File: config.mk
export PLATFORM = sky130hd
export DESIGN_NAME = led_pattern_sequencer
export DESIGN_NICKNAME = d
export VERILOG_FILES = /design/src/rtl/led_pattern_sequencer.sv
export SDC_FILE = /design/constraint.sdc
export NUM_CORES = 1
export LEC_CHECK = 0
export ABC_AREA = 0
export ABC_CLOCK_PERIOD_IN_PS = 5260
export CAP_MARGIN = 20
export CORE_MARGIN = 2
export CORE_UTILIZATION = 40
export CTS_CLUSTER_DIAMETER = 50
export CTS_CLUSTER_SIZE = 16
export DETAILED_ROUTE_END_ITERATION = 7
export PLACE_DENSITY_LB_ADDON = 0.08
export SLEW_MARGIN = 20
export SYNTH_ARGS = -nofsm -noshare
export SYNTH_HDL_FRONTEND = slang
export SYNTH_SLANG_ARGS = --single-unit
File: constraint.sdc
create_clock -name clk -period 5.26 [get_ports clk]
set_input_delay 1.052 -clock clk [delete_from_list [all_inputs] [get_ports clk]]
set_output_delay 1.052 -clock clk [all_outputs]
set_load 0.005 [all_outputs]
File: src/rtl/led_pattern_sequencer.sv
// LED pattern sequencer: bounce/chase/fill/blink sweeps with an optional
// trailing all-off/all-on/all-off flash, enabled by LED_SEQ_FLASH_EN.
`timescale 1ns/1ps
module led_pattern_sequencer #(
    parameter int LED_W       = 8,
    parameter int STEP_CYCLES = 50000000
) (
    input  logic             clk,
    input  logic             reset,
    input  logic             start,
    input  logic [1:0]       mode,
    input  logic [3:0]       repeats,
    input  logic             abort,
    output logic [LED_W-1:0] led,
    output logic             busy,
    output logic             done
);

    localparam int TW = $clog2(STEP_CYCLES + 1);
    localparam int IW = $clog2(2 * LED_W);

    localparam logic [1:0] S_IDLE  = 2'd0;
    localparam logic [1:0] S_SWEEP = 2'd1;
`ifdef LED_SEQ_FLASH_EN
    localparam logic [1:0] S_FLASH = 2'd2;
`endif

    localparam logic [LED_W-1:0] ONES = {LED_W{1'b1}};
    localparam logic [LED_W-1:0] TOP  = {1'b1, {(LED_W-1){1'b0}}};

    logic [1:0]    state_q, state_d;
    logic          start_q;
    logic [TW-1:0] tmr_q, tmr_d;
    logic [IW-1:0] idx_q, idx_d;
    logic [3:0]    pass_q, pass_d;
    logic [1:0]    mode_q, mode_d;
    logic [3:0]    reps_q, reps_d;
    logic          done_q, done_d;

    logic          start_edge;
    logic          step_last;
    logic          idx_last;
    logic [IW-1:0] last_idx;
    logic [IW-1:0] pos;

    assign start_edge = start & ~start_q;
    assign step_last  = (tmr_q == TW'(STEP_CYCLES - 1));
    assign idx_last   = (idx_q == last_idx);

    always_comb begin
        last_idx = IW'(1);
        case (mode_q)
            2'b00:   last_idx = IW'(2 * LED_W - 2);
            2'b01:   last_idx = IW'(LED_W - 1);
            2'b10:   last_idx = IW'(LED_W - 1);
            default: last_idx = IW'(1);
        endcase
    end

    always_comb begin
        state_d = state_q;
        tmr_d   = tmr_q;
        idx_d   = idx_q;
        pass_d  = pass_q;
        mode_d  = mode_q;
        reps_d  = reps_q;
        done_d  = 1'b0;
        case (state_q)
            S_IDLE: begin
                if (start_edge && !abort) begin
                    state_d = S_SWEEP;
                    tmr_d   = '0;
                    idx_d   = '0;
                    pass_d  = '0;
                    mode_d  = mode;
                    reps_d  = (repeats == 4'd0) ? 4'd1 : repeats;
                end
            end
            S_SWEEP: begin
                if (abort) begin
                    state_d = S_IDLE;
                    tmr_d   = '0;
                    idx_d   = '0;
                    pass_d  = '0;
                end else if (step_last) begin
                    tmr_d = '0;
                    if (idx_last) begin
                        idx_d = '0;
                        if (pass_q == reps_q - 4'd1) begin
                            pass_d = '0;
`ifdef LED_SEQ_FLASH_EN
                            state_d = S_FLASH;
`else
                            state_d = S_IDLE;
                            done_d  = 1'b1;
`endif
                        end else begin
                            pass_d = pass_q + 4'd1;
                        end
                    end else begin
                        idx_d = idx_q + 1'b1;
                    end
                end else begin
                    tmr_d = tmr_q + 1'b1;
                end
            end
`ifdef LED_SEQ_FLASH_EN
            S_FLASH: begin
                if (abort) begin
                    state_d = S_IDLE;
                    tmr_d   = '0;
                    idx_d   = '0;
                end else if (step_last) begin
                    tmr_d = '0;
                    if (idx_q == IW'(2)) begin
                        state_d = S_IDLE;
                        idx_d   = '0;
                        done_d  = 1'b1;
                    end else begin
                        idx_d = idx_q + 1'b1;
                    end
                end else begin
                    tmr_d = tmr_q + 1'b1;
                end
            end
`endif
            default: begin
                state_d = S_IDLE;
                tmr_d   = '0;
                idx_d   = '0;
                pass_d  = '0;
            end
        endcase
    end

    always_ff @(posedge clk or posedge reset) begin
        if (reset) begin
            state_q <= S_IDLE;
            start_q <= 1'b0;
            tmr_q   <= '0;
            idx_q   <= '0;
            pass_q  <= '0;
            mode_q  <= '0;
            reps_q  <= '0;
            done_q  <= 1'b0;
        end else begin
            state_q <= state_d;
            start_q <= start;
            tmr_q   <= tmr_d;
            idx_q   <= idx_d;
            pass_q  <= pass_d;
            mode_q  <= mode_d;
            reps_q  <= reps_d;
            done_q  <= done_d;
        end
    end

    // Bounce walks down then folds back: index k maps to LED position
    // k on the way down and 2*LED_W-2-k on the way back.
    always_comb begin
        led = '0;
        pos = '0;
        case (state_q)
            S_SWEEP: begin
                case (mode_q)
                    2'b00: begin
                        pos = (idx_q < IW'(LED_W)) ? idx_q
                            : IW'(2 * LED_W - 2) - idx_q;
                        led = TOP >> pos;
                    end
                    2'b01:   led = TOP >> idx_q;
                    2'b10:   led = ~(ONES >> (idx_q + 1'b1));
                    default: led = (idx_q == '0) ? ONES : '0;
                endcase
            end
`ifdef LED_SEQ_FLASH_EN
            S_FLASH: led = (idx_q == IW'(1)) ? ONES : '0;
`endif
            default: led = '0;
        endcase
    end

    assign busy = (state_q != S_IDLE);
    assign done = done_q;

endmodule

==> results of run 1 <==
[power by group through the flow]
stage	registers (mW)	clock network, mW	logic [mW]
after global placement	0.456	0	0.515
final	0.451	0.265	0.513
after detailed placement	0.457	0	0.512
after global routing	0.461	0.289	0.581
after floorplan	0.431	0	0.372
after CTS	0.451	0.275	0.518
[cell type report]
cell class	count	share of cell area [%]
sequential	43	33.8
clock buffer	5	2.16
multi-input combinational	240	50.6
inverter	14	1.65
tap	96	3.77
clock inverter	3	1.38
timing repair buffer	22	6.68
[cell usage in the layout, fill, tap and decap left out, drive strengths merged, types with 3 or more instances in the layout]
| cell type | Yosys | final |
|---|---|---|
| a211oi | 4 | 4 |
| a21o | 3 | 3 |
| a21oi | 30 | 30 |
| a22o | 5 | 5 |
| a31oi | 5 | 5 |
| and3 | 8 | 8 |
| buf | 5 | 3 |
| clkbuf | 5 | 5 |
| clkdlybuf4s50 | 0 | 19 |
| clkinv | 0 | 3 |
| dfrtp | 43 | 43 |
| ha | 8 | 8 |
| inv | 14 | 13 |
| mux2 | 5 | 5 |
| mux2i | 8 | 8 |
| nand2 | 24 | 24 |
| nand3 | 17 | 17 |
| nand4 | 16 | 16 |
| nor2 | 21 | 21 |
| nor3 | 8 | 8 |
| nor3b | 3 | 3 |
| nor4 | 5 | 5 |
| o21ai | 17 | 17 |
| or2 | 3 | 3 |
| or3 | 3 | 3 |
| xnor2 | 6 | 6 |
| xor2 | 6 | 6 |
[metrics by stage]
| stage | hold slack [ns] | utilization [%] | instances | cell area, um2 | setup slack [ns] |
|---|---|---|---|---|---|
| 6_report | 0.505 | 46.9 | 423 | 3180 | 1.56 |
| 2_1_floorplan | 0.459 | - | 307 | 2800 | 2.63 |
| 3_3_place_gp | 0.488 | 45.2 | 415 | 3070 | 1.92 |
| 5_1_grt | 0.538 | 46.9 | 423 | 3180 | 1.29 |
| 4_1_cts | 0.507 | 46.9 | 423 | 3180 | 1.56 |
| 3_5_place_dp | 0.488 | 45.2 | 415 | 3070 | 1.93 |
[sequential cells by signal (all words and copies together), names as in the netlist]
signal,count
state_q,1
tmr_q,26
start_q,1
pass_q,4
idx_q,4
mode_q,2
done,1
reps_q,4
[cells by family (layout without fill, tap and decap cells)]
logic type / count (synthesis) / in the layout / share of synthesized area (%)
buf+inv: 24 / 44 / 3.89
xor+xnor: 13 / 13 / 4.61
compound gates: 80 / 80 / 18.3
simple gates: 126 / 126 / 26.3
flops: 43 / 43 / 38.5
fa+ha+maj: 8 / 8 / 3.58
mux: 13 / 13 / 4.88
[per-layer routing]
layer	vias to the layer above	GRT usage (%)	share of wire (%)
met5	-	0	0
met4	0	5.03	1.3
met3	7	2.83	3.4
met2	48	29.5	46
met1	1114	23.4	49
li1	1179	-	-
[final timing paths]
kind,slack (ns),end
worst min-delay path,0.50,tmr_q[23]
worst max register to register,2.96,tmr_q[21]
max in group asynchronous,3.69,tmr_q[22]
worst max-delay path,1.56,led[7]
min in group asynchronous,1.17,tmr_q[2]
worst min register to register,0.50,tmr_q[23]
==> summary.txt, run 1 <==
Yosys
  – Yosys warnings: 0
  – Async S/R FF share, synth: between 90% and 100%
  – Post-synthesis instance area: roughly 2800 um2
  – Synth top area cells: dfrtp_1 38%, a21oi_1 5.2%, ha_1 3.6%
  – Share of the synthesized area in the top cell type: around 38%
  – FF+latch count, synth: 43
  – Synthesized net count: between 300 and 400
  – Cells after synthesis: slightly above 300
  – Top_reg_cell synth: dfrtp_1
  – Largest area contributor in the netlist: dfrtp_1
  – Syn avg cell area: 9.10 um2
  – Post-synthesis sequential area ratio: 38.5%
  – EDFF count, synth: 0
  – Count leader, synth: dfrtp_1
  – Commonest cells in the netlist: 43 x dfrtp_1, 29 x a21oi_1, 24 x nand2_1, 19 x nor2_1
  – Netlist cell types: 59

Global route
  – Vias in the first global route: about 2300
  – Gr usage total: approximately 18%
  – First-pass GRT wire length: around 11000 um
  – Initial antenna violation count: 0
  – Pin count of the biggest net entering global routing: 44
  – Remaining global-route overflow: 0

Clock network
  – Post-CTS Setup Bufs: 0
  – Post-CTS resize count: 0
  – Worst-path clk slew: roughly 0.08 ns
  – Clock tree from TritonCTS: yes
  – TritonCTS Sinks: between 40 and 50
  – Clock Latency Late Sink: a little over 0.3 ns
  – CTS Root Buffer Type: clkbuf_8
  – CTS Hold Bufs: 0
  – Clock buffer depth: 2
  – Total CTS buffers: 5
  – # H-tree levels: 2

Worst setup path
  – Reg2reg start: tmr_q[0]
  – CP Capture Type: primary output
  – Worst Setup SP: idx_q[0]
  – WP depth: 8
  – CP startpoint kind: register
  – Crit path kind: reg2out
  – Cell mode on critical path: nor2_1
  – Slowest stage delay, CP: approximately 0.52 ns
  – Critical Path AT: ~2.7 ns
  – Worst Path Required: 4.21 ns
  – Slowest-stage cell, CP: dfrtp_1
  – Crit-path leading delay family: buffers and inverters
  – Worst R2R Path Depth: 7
  – Crit path max fanout: 9
  – Crit path buffers/inverters: 2
  – CP Cell Sequence: inv_1, ha_1, nor3b_1, o21ai_0, nor2_1, nor2_1, a21oi_1, clkdlybuf4s50_1

Pwr
  – IR drop worst, VDD: 0.194 mV
  – Clock share of power: a little over a fifth
  – Pint: about 0.76 mW
  – Power Density: 386 nW/um2
  – P_sw: around 0.46 mW
  – Leak pwr: 1.29 nW
  – Register share of total power: a little under two fifths
  – Total power: between 1 and 1.5 mW
  – Sw Ratio: roughly 38%
  – Logic pwr share: a little over two fifths

Final layout
  – Share of cells above drive strength 1: between 9 and 10%
  – Fin nets: roughly 340
  – Fillers: between 600 and 700
  – Area growth, synth to finish: 13.9%
  – Area taken by multi-input logic gates: about 1600 um2
  – Seq. cell area: between 1000 and 1500 um2
  – # diodes: 0

Route
  – Total Wirelength: roughly 6100 um
  – Post-DRT Antenna Nets: 0
  – Drt wl/cell: 14.5 um
  – Starting DRT DRC Count: between 100 and 150
  – Vias per inst: around 5.6
  – Vias: 2348
  – DRT Pass-1 Iters: 4
  – Drt drc: 0

Floorplanning
  – Initial Util: 41.1%
  – Die width: 87.6 um
  – IO Pins: 20
  – Die ar.: ~7700 um2
  – DIE HEIGHT: around 88 um
  – Row cnt: 30
  – Core area: 6790 um2

STA
  – Setup violators final: 0
  – Final max-slew violation count: 0
  – Final hold vios: 0
  – Setup TNS: 0 ns
  – RSZ-0062 raised after global routing: false
  – Tightest Pin Transition: 0.689 ns
  – Highest Clock Rate: around 270 MHz
  – Fin crit share: just over 70%
  – Worst slew margin: 53.7%
  – Clock Skew: 0.00928 ns
  – Final min period: approximately 3.7 ns

Place
  – GP Congestion: 0.783
  – Port bufs: 19
  – Hpwl dp: 4340 um

Min path
  – Hold Crit Depth: 1
  – Hold Startpoint: tmr_q[23]
  – Hold Path Class: reg2reg

Outcome
  – Status: finished clean

Flow run
  – Max cap viols: 0
Note: power is estimated with default switching activity, not from simulation.
==> inputs of run 2 (changes only) <==
- ABC_CLOCK_PERIOD_IN_PS: 5260 -> 3240
- clock period: 5.26 -> 3.24 ns (I/O delays scaled with it)
==> run 2 against run 1 <==
  * Combinational power grew 65%
  * Global-route usage is essentially flat
  * Total power grew 69%
  * Clock-buffer cell count grew 1
  * Sequential share of layout area shrank 0.36 points
  * Clock power grew 88%
  * Cell area grew 1.3%
  * Wire length grew 0.21%
  * First-iteration DRC count shrank 4.6%
  * Largest power group unchanged
  * Highest routed layer unchanged
==> summary.txt, run 2 (same netlist as run 1, synthesis figures left out) <==
Pwr
  – Leak pwr: 1.30 nW (was 1.29 nW)
  – Power Density: 644 nW/um2 (was 386 nW/um2)
  – Logic pwr share: 40.7% (was 41.7%)
  – IR drop worst, VDD: 0.319 mV (was 0.194 mV)
  – Sw Ratio: 36.1% (was 37.8%)
  – Clock share of power: 23.9% (was 21.6%)
  – Register share of total power: 35.4% (was 36.7%)
  – Pint: 1.33 mW (was 0.765 mW)
  – Total power: 2.08 mW (was 1.23 mW)
  – P_sw: 0.750 mW (was 0.464 mW)

Place
  – GP Congestion: 0.774 (was 0.783)
  – Dpl ws: 0.303 ns (was 1.93 ns)
  – Hpwl dp: 4490 um (was 4340 um)
  – Port bufs: 19 (unchanged)

Worst setup path
  – Crit-path leading delay family: compound AO/OA/AOI/OAI gates (was buffers and inverters)
  – Reg2reg start: tmr_q[0] (unchanged)
  – Cell mode on critical path: a21oi_1 (was nor2_1)
  – CP startpoint kind: register (unchanged)
  – Worst reg2reg setup slack: 0.97 ns (was 2.96 ns)
  – Worst Path Required: 2.59 ns (was 4.21 ns)
  – Crit path max fanout: 9 (unchanged)
  – Slowest stage delay, CP: 0.51 ns (was 0.52 ns)
  – CP Capture Type: primary output (unchanged)
  – Crit path buffers/inverters: 1 (was 2)
  – Crit path kind: reg2out (unchanged)
  – CP Cell Sequence: ha_1, nor2b_1, a21oi_1, o22ai_1, a21oi_1, a21oi_1, clkdlybuf4s50_1 (was inv_1, ha_1, nor3b_1, o21ai_0, nor2_1, nor2_1, a21oi_1, clkdlybuf4s50_1)
  – Worst R2R Path Depth: 7 (unchanged)
  – Critical Path AT: 2.38 ns (was 2.65 ns)
  – Worst R2R End: tmr_q[3] (was tmr_q[21])
  – Slowest-stage cell, CP: clkdlybuf4s50_1 (was dfrtp_1)

Clock network
  – Clock Latency Late Sink: 0.30 ns (was 0.31 ns)
  – # H-tree levels: 2 (unchanged)
  – Clock tree from TritonCTS: yes (unchanged)
  – Worst-path clk slew: 0.08 ns (about the same)
  – TritonCTS Sinks: 43 (unchanged)
  – CTS Root Buffer Type: clkbuf_8 (unchanged)
  – Total CTS buffers: 5 (unchanged)
  – Clock buffer depth: 2 (unchanged)
  – CTS Hold Bufs: 0 (unchanged)

Final layout
  – Final Core Density: 47.5% (was 46.9%)
  – Area growth, synth to finish: 15.4% (was 13.9%)
  – Most frequent cells in the layout: 41 x dfrtp_1, 29 x a21oi_1, 24 x nand2_1 (was 43 x dfrtp_1, 29 x a21oi_1, 24 x nand2_1)
  – Fin nets: 345 (was 344)
  – Fillers: 675 (was 679)
  – Largest Register: tmr_q (unchanged)
  – Max reg flops: 26 (unchanged)
  – Commonest non-fill, non-tap cell in the layout: dfrtp_1 (unchanged)
  – # diodes: 0 (unchanged)
  – Share of cells above drive strength 1: 11.6% (was 9.79%)

Floorplanning
  – Initial Util: 41.1% (unchanged)
  – IO Pins: 20 (unchanged)
  – Die ar.: 7670 um2 (unchanged)
  – Die width: 87.6 um (unchanged)
  – Core area: 6790 um2 (unchanged)
  – Row cnt: 30 (unchanged)
  – DIE HEIGHT: 87.6 um (unchanged)

Route
  – Drt drc: 0 (unchanged)
  – Starting DRT DRC Count: 103 (was 108)
  – DRT Pass-1 Iters: 4 (unchanged)
  – Vias per inst: 5.57 (was 5.55)
  – Total Wirelength: 6160 um (was 6150 um)
  – Vias: 2361 (was 2348)
  – Post-DRT Antenna Nets: 0 (unchanged)
  – Drt wl/cell: 14.5 um (about the same)

STA
  – Final hold vios: 0 (unchanged)
  – Final min period: around 3.0 ns
  – Worst slew margin: 52.0% (was 53.7%)
  – RSZ-0062 raised after global routing: false (unchanged)
  – Highest Clock Rate: ~330 MHz
  – Final WS setup: 0.213 ns (was 1.56 ns)
  – Tightest Pin Transition: 0.715 ns (was 0.689 ns)
  – Final max-slew violation count: 0 (unchanged)
  – WHS: 0.503 ns (was 0.505 ns)
  – Clock Skew: 0.0113 ns (was 0.00928 ns)
  – Setup TNS: 0 ns (unchanged)
  – Fin crit share: approximately 93%
  – Setup violators final: 0 (unchanged)

Min path
  – Hold Startpoint: tmr_q[23] (unchanged)
  – WHS Endpoint: tmr_q[23] (unchanged)
  – Hold Path Class: reg2reg (unchanged)
  – Hold Crit Depth: 1 (unchanged)

Global route
  – Remaining global-route overflow: 0 (unchanged)
  – First-pass GRT wire length: 10700 um (was 10800 um)
  – Gr usage total: 17.5% (about the same)
  – Initial antenna violation count: 0 (unchanged)
  – Pin count of the biggest net entering global routing: 36 (was 44)
  – Vias in the first global route: 2276 (was 2288)

Outcome
  – Status: finished clean (unchanged)

Flow run
  – Max cap viols: 0 (unchanged)
==> run 2: worst max path at each step <==
stage                         from      to  slack (ns)  cells after the start
after CTS                 idx_q[0]  led[6]        0.12                      8
after floorplan           idx_q[0]  led[5]        1.02                      7
after detailed placement  idx_q[0]  led[7]        0.30                      8
final                     idx_q[0]  led[6]        0.21                      7
after global routing      idx_q[0]  led[5]       0.004                      7
after global placement    idx_q[0]  led[6]        0.35                      8
==> run 2: layout make-up <==
cell class / instances / area (um2) / share of cell area [%]
clock inverters: 2 / 60.1 / 1.86
repair buffers: 23 / 220 / 6.83
clock buffers: 6 / 72.6 / 2.25
multi-input cells: 240 / 1620 / 50.3
well taps: 96 / 120 / 3.72
flip-flops and latches: 43 / 1080 / 33.4
inverters: 14 / 52.6 / 1.63
==> run 2: per-stage QoR <==
stage / std cells / cell area (um2)
after CTS: 424 / 3210
after detailed placement: 416 / 3080
after floorplan: 307 / 2800
after global placement: 416 / 3080
after global routing: 424 / 3230
final: 424 / 3230
==> run 2: per-layer routing <==
metal / global-route usage (%) / part of all wire, % / vias up / routed length (um)
li1: - / - / 1185 / -
met1: 24.3 / 49 / 1130 / 3040
met2: 28.7 / 47 / 44 / 2910
met3: 2.92 / 3.0 / 2 / 182
met4: 4.20 / 0.47 / 0 / 29
met5: 0 / 0 / - / 0
==> run 2: timing repair <==
item,in CTS,in global routing
pin swaps,0,0
resized for setup,1,6
setup endpoints to repair,3,5
setup buffers,0,0
==> run 2: power by group through the flow <==
| stage | logic (mW) | registers (mW) | clock network (mW) |
|---|---|---|---|
| floorplan | 0.603 | 0.699 | 0 |
| global placement | 0.844 | 0.739 | 0 |
| detailed placement | 0.841 | 0.741 | 0 |
| CTS | 0.849 | 0.730 | 0.508 |
| global route | 0.957 | 0.756 | 0.535 |
| finish | 0.846 | 0.735 | 0.497 |
